<file path="src/rtl/nv_int_norm_pipe.sv">
// Two-stage integer normalizer: counts redundant sign bits of a two's-complement
// operand and left-shifts it so the result's top two bits differ (except 0 / -1).
// S1 captures operand, shift count and zero flag; S2 captures the shifted result.
module nv_int_norm_pipe #(
  parameter int unsigned DATA_WIDTH  = 32,
  localparam int unsigned SHIFT_WIDTH = $clog2(DATA_WIDTH)
) (
  input  logic                   nvdla_core_clk,
  input  logic                   nvdla_core_rstn,
  input  logic                   in_pvld,
  output logic                   in_prdy,
  input  logic [DATA_WIDTH-1:0]  in_pd,
  output logic                   out_pvld,
  input  logic                   out_prdy,
  output logic [DATA_WIDTH-1:0]  out_pd,
  output logic [SHIFT_WIDTH-1:0] out_shift,
  output logic                   out_zero
);

  logic                   w_s1_rdy;
  logic                   w_s2_rdy;
  logic                   w_s1_load;
  logic                   w_s2_load;
  logic [SHIFT_WIDTH-1:0] w_cnt;
  logic                   w_hit;
  logic                   w_zero;

  logic                   r_s1_vld;
  logic [DATA_WIDTH-1:0]  r_s1_pd;
  logic [SHIFT_WIDTH-1:0] r_s1_shift;
  logic                   r_s1_zero;

  logic                   r_s2_vld;
  logic [DATA_WIDTH-1:0]  r_s2_pd;
  logic [SHIFT_WIDTH-1:0] r_s2_shift;
  logic                   r_s2_zero;

  // A stage can take new data when it is empty or its content leaves this cycle.
  assign w_s2_rdy  = !r_s2_vld || out_prdy;
  assign w_s1_rdy  = !r_s1_vld || w_s2_rdy;
  assign w_s1_load = in_pvld && w_s1_rdy;
  assign w_s2_load = r_s1_vld && w_s2_rdy;
  assign in_prdy   = w_s1_rdy;

  assign w_zero = (in_pd == '0);

  // Count bits below the MSB that match it, stopping at the first that differs.
  always_comb begin
    w_cnt = '0;
    w_hit = 1'b0;
    for (int i = int'(DATA_WIDTH) - 2; i >= 0; i--) begin
      if (!w_hit) begin
        if (in_pd[i] == in_pd[DATA_WIDTH-1]) begin
          w_cnt = w_cnt + SHIFT_WIDTH'(1);
        end else begin
          w_hit = 1'b1;
        end
      end
    end
  end

  // S1 valid: refilled (or emptied) whenever the stage is ready.
  always_ff @(posedge nvdla_core_clk or negedge nvdla_core_rstn) begin
    if (!nvdla_core_rstn) begin
      r_s1_vld <= 1'b0;
    end else if (w_s1_rdy) begin
      r_s1_vld <= in_pvld;
    end
  end

  // S1 data: loads only on an accepted operand.
  always_ff @(posedge nvdla_core_clk or negedge nvdla_core_rstn) begin
    if (!nvdla_core_rstn) begin
      r_s1_pd    <= '0;
      r_s1_shift <= '0;
      r_s1_zero  <= 1'b0;
    end else if (w_s1_load) begin
      r_s1_pd    <= in_pd;
      r_s1_shift <= w_cnt;
      r_s1_zero  <= w_zero;
    end
  end

  // S2 valid: takes S1's valid whenever S2 is ready.
  always_ff @(posedge nvdla_core_clk or negedge nvdla_core_rstn) begin
    if (!nvdla_core_rstn) begin
      r_s2_vld <= 1'b0;
    end else if (w_s2_rdy) begin
      r_s2_vld <= r_s1_vld;
    end
  end

  // S2 data: applies the shift; bits pushed past the MSB are dropped.
  always_ff @(posedge nvdla_core_clk or negedge nvdla_core_rstn) begin
    if (!nvdla_core_rstn) begin
      r_s2_pd    <= '0;
      r_s2_shift <= '0;
      r_s2_zero  <= 1'b0;
    end else if (w_s2_load) begin
      r_s2_pd    <= r_s1_pd << r_s1_shift;
      r_s2_shift <= r_s1_shift;
      r_s2_zero  <= r_s1_zero;
    end
  end

  assign out_pvld  = r_s2_vld;
  assign out_pd    = r_s2_pd;
  assign out_shift = r_s2_shift;
  assign out_zero  = r_s2_zero;

endmodule

</file>
<file path="config.mk">
export PLATFORM = sky130hd
export DESIGN_NAME = nv_int_norm_pipe
export DESIGN_NICKNAME = d
export VERILOG_FILES = /design/src/rtl/nv_int_norm_pipe.sv
export SDC_FILE = /design/constraint.sdc
export NUM_CORES = 1
export LEC_CHECK = 0
export ABC_AREA = 1
export CAP_MARGIN = 20
export CORE_AREA = 4 4 142 144
export CTS_BUF_LIST = sky130_fd_sc_hd__clkbuf_2
export DETAILED_ROUTE_END_ITERATION = 6
export DIE_AREA = 0 0 146 148
export GPL_TIMING_DRIVEN = 1
export PLACE_DENSITY_LB_ADDON = 0.3
export SLEW_MARGIN = 10
export SYNTH_ARGS = -nofsm -noshare
export SYNTH_HDL_FRONTEND = slang
export SYNTH_SLANG_ARGS = --single-unit
</file>
<file path="constraint.sdc">
create_clock -name nvdla_core_clk -period 3.3 [get_ports nvdla_core_clk]
set_clock_uncertainty 0.1 [all_clocks]
set_input_delay 0.66 -clock nvdla_core_clk [delete_from_list [all_inputs] [get_ports nvdla_core_clk]]
set_output_delay 0.66 -clock nvdla_core_clk [all_outputs]
set_load 0.01 [all_outputs]
</file>
# Word level (Yosys, flattened, before mapping)
# Cells that the tools add are included.
# op_classes
reduce_logical	7
n_shift	1
muxes	120
eq_ne	31
add_sub_neg	30
# ops
op	count
$mux W5	59
$add A5 B1 Y5 const B	29
$mux W1	60
$logic_not A32 Y1	1
$shl A32 B5 Y32	1
$eq A1 B1 Y1	31
$add A1 B1 Y2 const B	1
$logic_and A1 B1 Y1	2
$logic_not A1 Y1	2
$logic_or A1 B1 Y1	2
$mux W2	1
# word_totals
output_inout_bits	40
in_bits	36
regBits	78
word_cells	197

# Depth between registers and ports, before layout
# Gate-level depths: netlist of run 1.
# logic_depth
depth_word	92
mapped_depth	89
depth_no_buf	88

# Worst setup path after synthesis of run 1
# OpenSTA, ideal clock, no wires.
# synth_timing
path_type	input -> register
start	input port in_pd[31]
end	register r_s1_shift[4]
t_required_ns	3.083
stages	87
setup_ns	0.117
path_buffers	1
arrival_time_ns	10.825
slack_ns	-7.743
cell_sequence	buf_6 inv_4 ha_1 nor2_8 a31oi_1 ha_1 nor2_1 nor2_1 ha_1 a21oi_1 o21ai_0 nand2_1 a21oi_1 xor2_1 nand3_1 o21ai_0 ha_1 o21ai_0 [... 51 more ...] inv_1 nand2_1 nand2_1 inv_1 ha_1 o32ai_1 inv_1 nand2_1 inv_1 ha_1 nand2_1 clkinv_1 nand3_2 inv_1 nand2_1 nand2_1 nand3_1 nand2_1
# synth_between
elab_chain_cells	92
elab_cells_between_ends	181
cone_classes	30 x add/sub; 31 x eq/ne; 120 x mux
# synth_rtl
item	line	text
start: declaration	12	input logic [DATA_WIDTH-1:0] in_pd,
$eq A1 B1 Y1	53	if (in_pd[i] == in_pd[DATA_WIDTH-1]) begin
$mux W1	53	
$add A1 B1 Y2	54	w_cnt = w_cnt + SHIFT_WIDTH'(1);
$mux W2	53	
$mux W5	52	if (!w_hit) begin
$add A5 B1 Y5	54	
$mux W5	53	
$mux W5	52	
[... 76 more ...]	n/a	
$mux W5	53	
$mux W5	52	
$add A5 B1 Y5	54	
$mux W5	53	
$mux W5	52	
$add A5 B1 Y5	54	
$mux W5	53	
$mux W5 (*)	52	
end signal: assignment	79	r_s1_shift <= w_cnt;
end: declaration	30	logic [SHIFT_WIDTH-1:0] r_s1_shift;
# Every way passes the cells marked *; elsewhere a longest branch is shown, timed or not.
# A chain may end at the register's enable or synchronous reset.

# Final worst setup path of run 1
# Same ends and word-level chain as after synthesis.

==> impl_metrics.py, run 1 <==
metrics = {
    "outcome": {
        "run_status": "finished with violations",
        "violations": "setup timing",
    },
    "synthesis": {
        "synth.distinct_cells": 48,
        "yosysMostFrequentCell": "sky130_fd_sc_hd__nand2_1",
        "synth_fp_nets": 1238,
        "synthFlopType": "sky130_fd_sc_hd__dfrtp_1",
        "syn-instance-count": 1173,
        "post-synth-top-area-fraction": 0.261,
        "synth-edff-count": 0,
        "async_reset_ff_frac": 1.00,
        "avgSynthCellArea_um2": 6.38,
        "ys_seq_elements": 78,
        "synth.yosys.warnings": 0,
        "synth_area_um2": 7490,
        "synth.top_cells.by_area": "sky130_fd_sc_hd__dfrtp_1 26%, sky130_fd_sc_hd__nand2_1 20%, sky130_fd_sc_hd__o21ai_0 7.9%",
        "synth_seq_area_share": 0.261,
        "synth.largest_area_cell": "sky130_fd_sc_hd__dfrtp_1",
        "synth.top_cells.by_count": "392 x sky130_fd_sc_hd__nand2_1, 132 x sky130_fd_sc_hd__inv_1, 118 x sky130_fd_sc_hd__o21ai_0",
    },
    "floorplanning": {
        "io_pins": 76,
        "core_um2": 18700,
        "die_y_um": 148,
        "die-area_um2": 21600,
        "die_w_um": 146,
        "row_count": 50,
        "start_util": 0.400,
    },
    "placement": {
        "number_of_port_buffers": 75,
        "dp.cells": 1614,
        "routabilityCongestion": 0.909,
        "hpwlAfterDp_um": 15000,
    },
    "routing": {
        "wirelength_um": 21100,
        "via_count": 8196,
        "post_drt_wl_per_cell_um": 12.5,
        "final_ant_viol_nets": 0,
        "remaining_drc_errors": 0,
        "average_via_count_per_standard_cell": 4.84,
        "drt_pass1_iterations": 5,
        "drt_first_iter_violations": 390,
    },
    "pwr": {
        "share_comb_of_total_power": 0.556,
        "cellLeakagePower_nw": 5.67,
        "intPower_w": 0.00258,
        "net-switching-power_w": 0.00177,
        "clock_power_share": 0.132,
        "report.power.total_w": 0.00434,
        "irDropWorstVdd_v": 0.000164,
        "cellPowerDensity_nw_per_um2": 400,
        "power.share.sequential": 0.312,
        "power.share.switching": 0.407,
    },
    "global_route": {
        "grt_first_pass_wirelength_um": 34700,
        "first_global_vias": 7625,
        "grt.total_usage": 0.186,
        "grt_start_max_net_pins": 79,
        "antenna_found_initial": 0,
        "grt_overflow_total": 0,
    },
    "finish": {
        "syn2layout_area_growth_pct": 45.0,
        "final-instance-count-excl-fill": 1694,
        "share_of_cells_above_drive_strength_1": 0.301,
        "fill_cells": 1687,
        "diode_insertion_count_for_antenna_repair": 0,
        "nNetsFinal": 1520,
    },
    "worst_setup_path": {
        "worst_r2r_startpoint": "r_s1_shift[0]$_DFFE_PN0P_",
        "reg2reg_depth": 8,
        "nature_of_the_critical_path_endpoint": "flop",
        "critical_register_to_register_path_endpoint": "out_pd[11]$_DFFE_PN0P_",
        "start_kind": "input pin",
        "r2r_slack_ps": 650,
        "worst_ep_arrival_time_ps": 10550,
        "critical_path_class": "input pin to flop",
        "timing.critical_path.fanout_max": 3,
        "critPathMaxStageDelay_ps": 300,
        "cpMaxStageDelayCell": "sky130_fd_sc_hd__ha_1",
        "critPathRequiredTime_ps": 3650,
    },
    "sta": {
        "max_slew.worst_pin.slew_ps": 962,
        "setup_total_negative_slack_ps": -30830,
        "grt_setup_unrepaired": "yes",
        "timing.fmax_mhz": 98.1,
        "final.hold.worst_slack_ps": 167,
        "period_needed_ps": 10190,
        "setup_viol": 5,
        "portion_of_the_clock_cycle_consumed_by_the_worst_path_in_the_final_layout": 3.09,
        "timing.final.hold_violations": 0,
        "timing.final.ws_setup_ps": -6890,
        "maxSlewHeadroom": 0.359,
        "slew_violations": 0,
    },
    "clocking": {
        "htree_levels": 3,
        "cts.reportedPaths.clkPinSlew_ps": 220,
        "cts_inserted_buffers": 9,
        "cts_buffer_depth": 2,
        "cts.hold.buffers_added": 0,
        "insertion_delay_ps": 510,
        "clock-root-buffer": "sky130_fd_sc_hd__clkbuf_2",
        "clock-sinks": 78,
        "cts_tree": "done",
    },
    "worst_hold_path": {
        "worstHoldPathType": "input pin to asynchronous set/reset pin",
    },
    "run": {
        "cap_violations": 0,
    },
}
-- layout by cell type (no fill, tap or decap), drive strengths merged --
master / count
nand3: 84
dlygate4sd2: 1
o31ai: 1
o221ai: 10
o211ai: 15
o32ai: 1
and3: 1
dfrtp: 78
a22o: 1
bufinv: 2
clkbuf: 11
or2: 9
buf: 243
ha: 29
a22oi: 1
inv: 154
a211o: 1
nand2: 413
a31oi: 8
o21bai: 2
clkdlybuf4s15: 1
dlymetal6s2s: 1
nor3: 5
mux2i: 12
o22ai: 2
clkinv: 19
nor2: 104
o21a: 1
nand3b: 2
nand4: 13
o21ai: 120
nor4: 7
xnor2: 20
xor2: 12
a21oi: 9
clkdlybuf4s50: 66
clkinvlp: 1
-- cells by family (layout without fill, tap and decap cells) --
family          after synthesis  in the layout  share of synthesized area
xor+xnor                     32             32                     0.0374
flops                        78             78                      0.261
fa+ha+maj                    29             29                     0.0485
compound gates              172            172                      0.132
buf+inv                     212            499                      0.114
simple gates                638            638                      0.392
mux                          12             12                     0.0160
-- layer usage --
| metal | track usage | share of wire |
|---|---|---|
| met1 | 0.250 | 0.47 |
| met2 | 0.316 | 0.47 |
| met3 | 0.0239 | 0.030 |
| met4 | 0.0494 | 0.024 |
| met5 | 0 | 0 |
-- per-stage QoR --
step | utilization | cell area [um2] | setup WS, ps
after floorplan | - | 7600 | -6960
after global placement | 0.522 | 9770 | -7710
after detailed placement | 0.522 | 9770 | -7970
after CTS | 0.563 | 10500 | -6630
after global routing | 0.581 | 10900 | -7500
final | 0.581 | 10900 | -6890
-- flip-flops by register name, indices dropped and copies added (netlist names) --
name	flops
out_pd	32
r_s1_vld	1
out_pvld	1
r_s1_zero	1
out_shift	5
out_zero	1
r_s1_pd	32
r_s1_shift	5
-- area by class of cell --
class | count | area, um2 | share of cell area
Multi-Input combinational cell | 883 | 5160 | 0.475
Timing Repair Buffer | 314 | 2630 | 0.242
Sequential cell | 78 | 1950 | 0.180
Inverter | 169 | 691 | 0.0636
Tap cell | 234 | 293 | 0.0270
Clock inverter | 7 | 88.8 | 0.00818
Clock buffer | 9 | 45.0 | 0.00415
-- critical path, delay by kind of cell --
family / cells / cell delay [ps]
compound gates: 16 / 1900
xor+xnor: 1 / 160
fa+ha+maj: 15 / 3720
buf+inv: 16 / 980
simple gates: 38 / 3120
-- how the worst max path moves through the flow --
stage,slack (ps),to,from
6_report,-6890,r_s1_shift[4]$_DFFE_PN0P_,in_pd[31]
4_1_cts,-6630,r_s1_shift[4]$_DFFE_PN0P_,in_pd[31]
3_5_place_dp,-7970,r_s1_shift[4]$_DFFE_PN0P_,in_pd[30]
5_1_grt,-7500,r_s1_shift[4]$_DFFE_PN0P_,in_pd[31]
3_3_place_gp,-7710,r_s1_shift[4]$_DFFE_PN0P_,in_pd[30]
2_1_floorplan,-6960,r_s1_shift[4]$_DFFE_PN0P_,in_pd[31]
-- power groups by stage --
| stage | Sequential, W | Combinational, W | Clock (W) |
|---|---|---|---|
| final | 0.00136 | 0.00241 | 0.000574 |
| after global routing | 0.00139 | 0.00267 | 0.000625 |
| after floorplan | 0.00144 | 0.00114 | 0 |
| after detailed placement | 0.00138 | 0.00217 | 0 |
| after global placement | 0.00137 | 0.00214 | 0 |
| after CTS | 0.00136 | 0.00228 | 0.000580 |
-- repair_timing --
| item | CTS | global route |
|---|---|---|
| setup buffers | 57 | 13 |
| endpoints found under the setup margin | 5 | 5 |
| hold endpoints to repair | 0 | 0 |
| gates resized for setup | 75 | 70 |
| pin swaps | 51 | 44 |
No activity file was read; power rests on OpenSTA's default activity.
==> inputs of run 2 (changes only) <==
--- a/config.mk
+++ b/config.mk
@@ -9,6 +9,7 @@
 export CAP_MARGIN = 20
 export CORE_AREA = 4 4 142 144
 export CTS_BUF_LIST = sky130_fd_sc_hd__clkbuf_2
+export CTS_CLUSTER_DIAMETER = 200
 export DETAILED_ROUTE_END_ITERATION = 6
 export DIE_AREA = 0 0 146 148
 export GPL_TIMING_DRIVEN = 1
==> results of run 2 <==
Same layout as run 1: the final DEF is identical, and so are final timing and power.
